File: src/rtl/volatility_scheduler_if.sv
// Request, flush and memory-write bundle for the volatility scheduler.
interface volatility_scheduler_if #(
    parameter int DATA_WIDTH  = 32,
    parameter int BUFFER_SIZE = 20,
    parameter int NUM_STOCKS  = 4,
    parameter int NUM_REQ     = 2
);
    localparam int SW = $clog2(NUM_STOCKS);
    localparam int AW = $clog2(NUM_STOCKS * BUFFER_SIZE);

    logic [NUM_REQ-1:0]                 i_req_valid;
    logic [NUM_REQ-1:0][SW-1:0]         i_req_stock_id;
    logic [NUM_REQ-1:0][DATA_WIDTH-1:0] i_req_best_ask;
    logic [NUM_REQ-1:0][DATA_WIDTH-1:0] i_req_best_bid;
    logic [NUM_REQ-1:0]                 o_req_ready;
    logic                               i_flush_valid;
    logic [SW-1:0]                      i_flush_stock_id;
    logic                               o_flush_ready;
    logic                               o_mem_valid;
    logic [AW-1:0]                      o_mem_write_address;
    logic [SW-1:0]                      o_mem_stock_id;
    logic [DATA_WIDTH-1:0]              o_mem_best_ask;
    logic [DATA_WIDTH-1:0]              o_mem_best_bid;
    logic [NUM_STOCKS-1:0]              o_warm;

    modport slave (
        input  i_req_valid, i_req_stock_id, i_req_best_ask, i_req_best_bid,
        input  i_flush_valid, i_flush_stock_id,
        output o_req_ready, o_flush_ready,
        output o_mem_valid, o_mem_write_address, o_mem_stock_id,
        output o_mem_best_ask, o_mem_best_bid, o_warm
    );

    modport master (
        output i_req_valid, i_req_stock_id, i_req_best_ask, i_req_best_bid,
        output i_flush_valid, i_flush_stock_id,
        input  o_req_ready, o_flush_ready,
        input  o_mem_valid, o_mem_write_address, o_mem_stock_id,
        input  o_mem_best_ask, o_mem_best_bid, o_warm
    );
endinterface

File: src/rtl/volatility_scheduler.sv
// Volatility ring-buffer write sequencer: round-robin update arbitration,
// per-stock circular write pointers, warm-up tracking and window flush.
module volatility_scheduler #(
    parameter int DATA_WIDTH  = 32,
    parameter int BUFFER_SIZE = 20,
    parameter int NUM_STOCKS  = 4,
    parameter int NUM_REQ     = 2
) (
    input logic                   i_clk,
    input logic                   i_reset_n,
    volatility_scheduler_if.slave bus
);
    localparam int SW = $clog2(NUM_STOCKS);
    localparam int AW = $clog2(NUM_STOCKS * BUFFER_SIZE);
    localparam int PW = (BUFFER_SIZE > 1) ? $clog2(BUFFER_SIZE) : 1;
    localparam int FW = $clog2(BUFFER_SIZE + 1);
    localparam int RW = (NUM_REQ > 1) ? $clog2(NUM_REQ) : 1;

    typedef enum logic {RUN, FLUSH} state_t;

    state_t                state, state_nxt;
    logic [RW-1:0]         rr, rr_nxt, win, idx;
    logic [PW-1:0]         k, k_nxt;
    logic [SW-1:0]         fs, fs_nxt, sel_s;
    logic [PW-1:0]         ptr [NUM_STOCKS];
    logic [PW-1:0]         ptr_nxt [NUM_STOCKS];
    logic [FW-1:0]         fill [NUM_STOCKS];
    logic [FW-1:0]         fill_nxt [NUM_STOCKS];
    logic [NUM_REQ-1:0]    grant;
    logic                  flush_rdy, found;
    logic                  wr_v;
    logic [SW-1:0]         wr_s;
    logic [PW-1:0]         wr_p;
    logic [DATA_WIDTH-1:0] wr_ask, wr_bid;
    logic [AW-1:0]         wr_addr;

    logic                  mem_v_q;
    logic [AW-1:0]         addr_q;
    logic [SW-1:0]         stock_q;
    logic [DATA_WIDTH-1:0] ask_q, bid_q;
    logic [NUM_STOCKS-1:0] warm_q;

    always_comb begin
        state_nxt = state;
        rr_nxt    = rr;
        k_nxt     = k;
        fs_nxt    = fs;
        ptr_nxt   = ptr;
        fill_nxt  = fill;
        grant     = '0;
        flush_rdy = 1'b0;
        found     = 1'b0;
        win       = '0;
        idx       = '0;
        sel_s     = '0;
        wr_v      = 1'b0;
        wr_s      = '0;
        wr_p      = '0;
        wr_ask    = '0;
        wr_bid    = '0;
        unique case (state)
            RUN: begin
                if (bus.i_flush_valid) begin
                    flush_rdy = 1'b1;
                    // Out-of-range flush ids are consumed without any writes.
                    if (32'(bus.i_flush_stock_id) < 32'(NUM_STOCKS)) begin
                        state_nxt = FLUSH;
                        fs_nxt    = bus.i_flush_stock_id;
                        k_nxt     = '0;
                    end
                end else begin
                    for (int i = 0; i < NUM_REQ; i++) begin
                        idx = RW'((int'(rr) + i) % NUM_REQ);
                        if (!found && bus.i_req_valid[idx]) begin
                            found = 1'b1;
                            win   = idx;
                        end
                    end
                    if (found) begin
                        grant[win] = 1'b1;
                        rr_nxt = (win == RW'(NUM_REQ - 1)) ? '0 : win + 1'b1;
                        sel_s  = bus.i_req_stock_id[win];
                        if (32'(sel_s) < 32'(NUM_STOCKS)) begin
                            wr_v   = 1'b1;
                            wr_s   = sel_s;
                            wr_p   = ptr[sel_s];
                            wr_ask = bus.i_req_best_ask[win];
                            wr_bid = bus.i_req_best_bid[win];
                            ptr_nxt[sel_s] = (ptr[sel_s] == PW'(BUFFER_SIZE - 1))
                                           ? '0 : ptr[sel_s] + 1'b1;
                            fill_nxt[sel_s] = (fill[sel_s] == FW'(BUFFER_SIZE))
                                            ? fill[sel_s] : fill[sel_s] + 1'b1;
                        end
                    end
                end
            end
            FLUSH: begin
                // Zero writes walk the whole ring, so ptr ends where it began.
                wr_v         = 1'b1;
                wr_s         = fs;
                wr_p         = ptr[fs];
                ptr_nxt[fs]  = (ptr[fs] == PW'(BUFFER_SIZE - 1)) ? '0 : ptr[fs] + 1'b1;
                fill_nxt[fs] = '0;
                k_nxt        = k + 1'b1;
                if (k == PW'(BUFFER_SIZE - 1)) state_nxt = RUN;
            end
            default: state_nxt = RUN;
        endcase
    end

    assign wr_addr = AW'(wr_s) * AW'(BUFFER_SIZE) + AW'(wr_p);

    always_ff @(posedge i_clk) begin
        if (!i_reset_n) begin
            state   <= RUN;
            rr      <= '0;
            k       <= '0;
            fs      <= '0;
            mem_v_q <= 1'b0;
            addr_q  <= '0;
            stock_q <= '0;
            ask_q   <= '0;
            bid_q   <= '0;
            warm_q  <= '0;
            for (int s = 0; s < NUM_STOCKS; s++) begin
                ptr[s]  <= '0;
                fill[s] <= '0;
            end
        end else begin
            state   <= state_nxt;
            rr      <= rr_nxt;
            k       <= k_nxt;
            fs      <= fs_nxt;
            mem_v_q <= wr_v;
            addr_q  <= wr_addr;
            stock_q <= wr_s;
            ask_q   <= wr_ask;
            bid_q   <= wr_bid;
            for (int s = 0; s < NUM_STOCKS; s++) begin
                ptr[s]    <= ptr_nxt[s];
                fill[s]   <= fill_nxt[s];
                warm_q[s] <= (fill_nxt[s] == FW'(BUFFER_SIZE));
            end
        end
    end

    assign bus.o_req_ready         = i_reset_n ? grant : '0;
    assign bus.o_flush_ready       = i_reset_n & flush_rdy;
    assign bus.o_mem_valid         = mem_v_q;
    assign bus.o_mem_write_address = addr_q;
    assign bus.o_mem_stock_id      = stock_q;
    assign bus.o_mem_best_ask      = ask_q;
    assign bus.o_mem_best_bid      = bid_q;
    assign bus.o_warm              = warm_q;
endmodule

File: src/flat_wrapper.sv
// flat-port wrapper written by rule: the top's interface ports become plain ports
module volatility_scheduler_flat 
#(
    parameter int DATA_WIDTH  = 32,
    parameter int BUFFER_SIZE = 20,
    parameter int NUM_STOCKS  = 4,
    parameter int NUM_REQ     = 2
)
  (i_clk, i_reset_n, bus_i_req_valid, bus_i_req_stock_id, bus_i_req_best_ask, bus_i_req_best_bid, bus_i_flush_valid, bus_i_flush_stock_id, bus_o_req_ready, bus_o_flush_ready, bus_o_mem_valid, bus_o_mem_write_address, bus_o_mem_stock_id, bus_o_mem_best_ask, bus_o_mem_best_bid, bus_o_warm);
  volatility_scheduler_if #(.DATA_WIDTH(DATA_WIDTH), .BUFFER_SIZE(BUFFER_SIZE), .NUM_STOCKS(NUM_STOCKS), .NUM_REQ(NUM_REQ)) bus_i ();
  input logic i_clk;
  input logic i_reset_n;
  input wire logic [$bits(bus_i.i_req_valid)-1:0] bus_i_req_valid;
  input wire logic [$bits(bus_i.i_req_stock_id)-1:0] bus_i_req_stock_id;
  input wire logic [$bits(bus_i.i_req_best_ask)-1:0] bus_i_req_best_ask;
  input wire logic [$bits(bus_i.i_req_best_bid)-1:0] bus_i_req_best_bid;
  input wire logic [$bits(bus_i.i_flush_valid)-1:0] bus_i_flush_valid;
  input wire logic [$bits(bus_i.i_flush_stock_id)-1:0] bus_i_flush_stock_id;
  output wire logic [$bits(bus_i.o_req_ready)-1:0] bus_o_req_ready;
  output wire logic [$bits(bus_i.o_flush_ready)-1:0] bus_o_flush_ready;
  output wire logic [$bits(bus_i.o_mem_valid)-1:0] bus_o_mem_valid;
  output wire logic [$bits(bus_i.o_mem_write_address)-1:0] bus_o_mem_write_address;
  output wire logic [$bits(bus_i.o_mem_stock_id)-1:0] bus_o_mem_stock_id;
  output wire logic [$bits(bus_i.o_mem_best_ask)-1:0] bus_o_mem_best_ask;
  output wire logic [$bits(bus_i.o_mem_best_bid)-1:0] bus_o_mem_best_bid;
  output wire logic [$bits(bus_i.o_warm)-1:0] bus_o_warm;
  assign bus_i.i_req_valid = bus_i_req_valid;
  assign bus_i.i_req_stock_id = bus_i_req_stock_id;
  assign bus_i.i_req_best_ask = bus_i_req_best_ask;
  assign bus_i.i_req_best_bid = bus_i_req_best_bid;
  assign bus_i.i_flush_valid = bus_i_flush_valid;
  assign bus_i.i_flush_stock_id = bus_i_flush_stock_id;
  assign bus_o_req_ready = bus_i.o_req_ready;
  assign bus_o_flush_ready = bus_i.o_flush_ready;
  assign bus_o_mem_valid = bus_i.o_mem_valid;
  assign bus_o_mem_write_address = bus_i.o_mem_write_address;
  assign bus_o_mem_stock_id = bus_i.o_mem_stock_id;
  assign bus_o_mem_best_ask = bus_i.o_mem_best_ask;
  assign bus_o_mem_best_bid = bus_i.o_mem_best_bid;
  assign bus_o_warm = bus_i.o_warm;
  volatility_scheduler #(.DATA_WIDTH(DATA_WIDTH), .BUFFER_SIZE(BUFFER_SIZE), .NUM_STOCKS(NUM_STOCKS), .NUM_REQ(NUM_REQ)) u_core (.i_clk(i_clk), .i_reset_n(i_reset_n), .bus(bus_i));
endmodule
File: config.mk
export PLATFORM = sky130hd
export DESIGN_NAME = volatility_scheduler_flat
export DESIGN_NICKNAME = d
export VERILOG_FILES = /design/src/rtl/volatility_scheduler_if.sv /design/src/rtl/volatility_scheduler.sv /design/src/flat_wrapper.sv
export SDC_FILE = /design/constraint.sdc
export NUM_CORES = 1
export LEC_CHECK = 0
export BUFFER_PORTS_ARGS = -buffer_cell sky130_fd_sc_hd__buf_2
export CAP_MARGIN = 20
export CORE_MARGIN = 10
export CORE_UTILIZATION = 40
export DETAILED_ROUTE_END_ITERATION = 10
export PLACE_DENSITY_LB_ADDON = 0.25
export SYNTH_ARGS = -nofsm -noshare
export SYNTH_HDL_FRONTEND = slang
export SYNTH_SLANG_ARGS = --single-unit
File: constraint.sdc
create_clock -name i_clk -period 4 [get_ports i_clk]
set_clock_uncertainty 0.05 [all_clocks]
set_input_delay 0.4 -clock i_clk [delete_from_list [all_inputs] [get_ports i_clk]]
set_output_delay 0.4 -clock i_clk [all_outputs]
set_load 0.05 [all_outputs]
==> results by group <==
Final layout
  • Layout cells sized above 1: 31.6%
  • Final instance area: 8210 sq um
  • Synth-to-Final Area Change: 28.5%
  • Final net count: 1096
  • Util after Layout: 52.1%

Drt
  • Routed WL: 22700 um
  • First drt pass iteration count: 6
  • DR WL/cell: 19.3 um
  • DRT iter0 DRCs: 578
  • Final ANT Viol Nets: 0
  • Vias per Instance: 5.42
  • Via count: 6382
  • DRC viols: 0

Synthesis
  • Synth Instances: 748
  • Ranking of synthesized cells by area: dfxtp_1, nand2_1, a21oi_1
  • Syn avg cell area: 8.55 sq um
  • Post-synth ARST share: 0%
  • Unique masters post-synth: 86
  • Mapped Nets: 896
  • Prevailing post-synth register cell: dfxtp_1
  • Register area share after synthesis: 39.8%
  • Yosys top cell area share: 39.8%
  • Number of synthesized register bits: 127
  • Dominant cell type by area after synthesis: dfxtp_1
  • Yosys warns: 0
  • Post-synth EDFFs: 0
  • Synthesized area: 6390 sq um

CTS
  • Number of hold-repair buffers added at the cts stage: 0
  • Post-CTS resize count: 0
  • Clock tree buffer depth: 2
  • Setup Fix Bufs, Post-CTS: 0
  • Root Buffer: clkbuf_16
  • Sinks on the clock net: 127
  • H-tree levels: 4
  • Num CTS Buffers: 17
  • Clock slew at reported path FFs: 60 ps
  • CTS tree: yes
  • Clk_lat worst skew: 420 ps

Timing
  • RSZ-0062 raised after global routing: false
  • Setup violators final: 0
  • Hold_ws: 164 ps
  • Tmin final: 3410 ps
  • Fmax: 293 MHz
  • Worst slew margin: 49.2%
  • Period utilisation layout: 85.2%
  • Slew @ Worst Pin: 761 ps
  • Final hold vios: 0
  • Setup TNS: 0 ps
  • Max Slew Vio Count: 0

GRT
  • Largest net degree at the start of global routing: 66
  • Met3 track utilization from global routing: 7.08%
  • GR Layer Usage met2: 31.3%
  • Total global-route track usage: 20.3%
  • First-pass GRT wire length: 34900 um
  • Vias in the first global route: 6119
  • Total grt overflow: 0
  • Busiest layer in global routing: met2
  • GR Layer Usage met1: 25.8%
  • Initial antenna violation count: 1

Power and ir drop
  • Sequential share of power: 38.0%
  • Sw frac: 28.3%
  • Gate power share: 16.7%
  • Clock power frac: 45.3%
  • NetSw: 1.00 mW
  • Worst VDD drop: 0.295 mV
  • Internal power: 2.54 mW
  • Power Density: 431 nW/um^2
  • Leakage: 3.77 nW

Setup path
  • Worst R2R Setup Slack: 590 ps
  • Reg-to-Reg Start: u_core.rr
  • Crit path arrival time: 3710 ps
  • CP startpoint kind: flip-flop
  • Req. time, crit path: 4300 ps
  • Worst Setup End Kind: flip-flop
  • Worst-path fanout max: 11
  • R2R depth: 10
  • Worst Setup Path Type: flip-flop to flip-flop
  • Endpoint of the worst register-to-register path: u_core.bus.o_warm[3]

Placed design
  • Placed cell areas: 7600 sq um
  • Routability cong.: 0.919
  • IO buf count: 219
  • Final HPWL DP: 16700 um

Min path
  • Hold depth: 3
  • Worst hold path startpoint: bus_i_req_best_bid[53]
  • Hold WC Path Type: input pin to flip-flop
  • Worst Hold End: u_core.bus.o_mem_best_bid[21]

Floorplan
  • Num rows: 46
  • Die X-Extent: 146 um
  • Core ar.: 15800 sq um
  • Die Area: 21400 sq um
  • Die Span Y: 146 um
  • Initial Util: 40.5%
  • I/O Pins: 220

Job
  • Max-Cap Viols: 0

Run status
  • Status: completed
==> layer usage <==
layer	vias up	wire length, um
li1	3074	-
met4	0	591
met3	63	2160
met5	-	0
met2	329	10500
met1	2916	9480
==> flip-flops by register name, summed over array words and instances (netlist names) <==
signal / count
u_core.bus.o_mem_best_ask: 32
u_core.bus.o_mem_valid: 1
u_core.bus.o_mem_best_bid: 32
u_core.fill: 20
u_core.k: 5
u_core.bus.o_mem_stock_id: 2
u_core.rr: 1
u_core.ptr: 20
u_core.bus.o_warm: 4
u_core.bus.o_mem_write_address: 7
u_core.fs: 2
u_core.state: 1
==> placed cells by master, fill, tap and decap left out, drive strengths merged, types with 19 or more instances in the layout <==
master,n
buf,229
nand2,166
dfxtp,127
a21oi,79
o21ai,55
mux2i,33
nand3,24
nor2,23
clkbuf,22
and2,19
==> area by class of cell <==
cell class / count / area [sq um]
fill: 1552 / 7560
multi-input combinational: 565 / 3590
sequential: 127 / 2540
timing repair buffer: 229 / 1170
clock buffer: 22 / 474
tap: 216 / 270
clock inverter: 9 / 133
inverter: 8 / 30.0
antenna: 1 / 2.50
==> worst max-delay path, stage by stage, from the launching register on <==
cell      delay [ps]
dfxtp_1          350
nand2b_1         410
nand3_2          240
nand2_2          280
mux2i_1          500
ha_1             300
o21ai_0          150
o221ai_1         370
nand3_1          170
a222oi_1         290
and4_1           230
==> power groups by stage <==
stage | combinational (mW) | clock (mW) | sequential [mW]
4_1_cts | 0.586 | 1.61 | 1.34
5_1_grt | 0.642 | 1.67 | 1.35
3_3_place_gp | 0.583 | 0 | 1.37
6_report | 0.591 | 1.60 | 1.35
3_5_place_dp | 0.583 | 0 | 1.37
2_1_floorplan | 0.309 | 0 | 1.46
==> worst max-delay path by stage <==
stage,from,cells after the start,endpoint
after floorplan,bus_i_req_valid[0],11,u_core.bus.o_warm[0]
after global placement,bus_i_req_valid[0],11,u_core.bus.o_warm[3]
after detailed placement,bus_i_req_valid[0],11,u_core.bus.o_warm[3]
after CTS,u_core.rr,10,u_core.bus.o_warm[3]
after global routing,u_core.rr,10,u_core.bus.o_warm[3]
final,u_core.rr,10,u_core.bus.o_warm[3]
==> cells by family after synthesis <==
kind of cell	share of synthesized area (%)
buffers and inverters	4.17
DFF	39.8
xor gates and xnor gates	0.940
AOI/OAI and AO/OA	22.7
and+or+nand+nor	20.6
adders and majority gates	1.88
muxes	9.92
==> per-stage QoR <==
| step | power (mW) | std cells | worst slack [ps] |
|---|---|---|---|
| finish | 3.54 | 1177 | 592 |
| global route | 3.66 | 1177 | 234 |
| CTS | 3.54 | 1176 | 658 |
| detailed placement | 1.95 | 1145 | 544 |
| global placement | 1.95 | 1145 | 651 |
| floorplan | 1.77 | 748 | 1300 |
==> synthesized netlist by cell type, drive strengths merged (3+ instances only) <==
cell type  instances
nand2            166
dfxtp            127
a21oi             79
o21ai             55
mux2i             33
clkbuf            29
nand3             24
nor2              23
and2              19
buf               19
nor2b             17
a21boi            14
a22oi             13
mux2              10
ha                 8
mux4               8
inv                7
nor3               6
o211a              6
a31oi              5
a211oi             4
a221oi             4
and3               4
o21a               4
a22o               3
a32oi              3
a41oi              3
and4               3
nor3b              3
o211ai             3
or2                3
xnor2              3
xor2               3
Note: power is estimated with default switching activity, not from simulation.
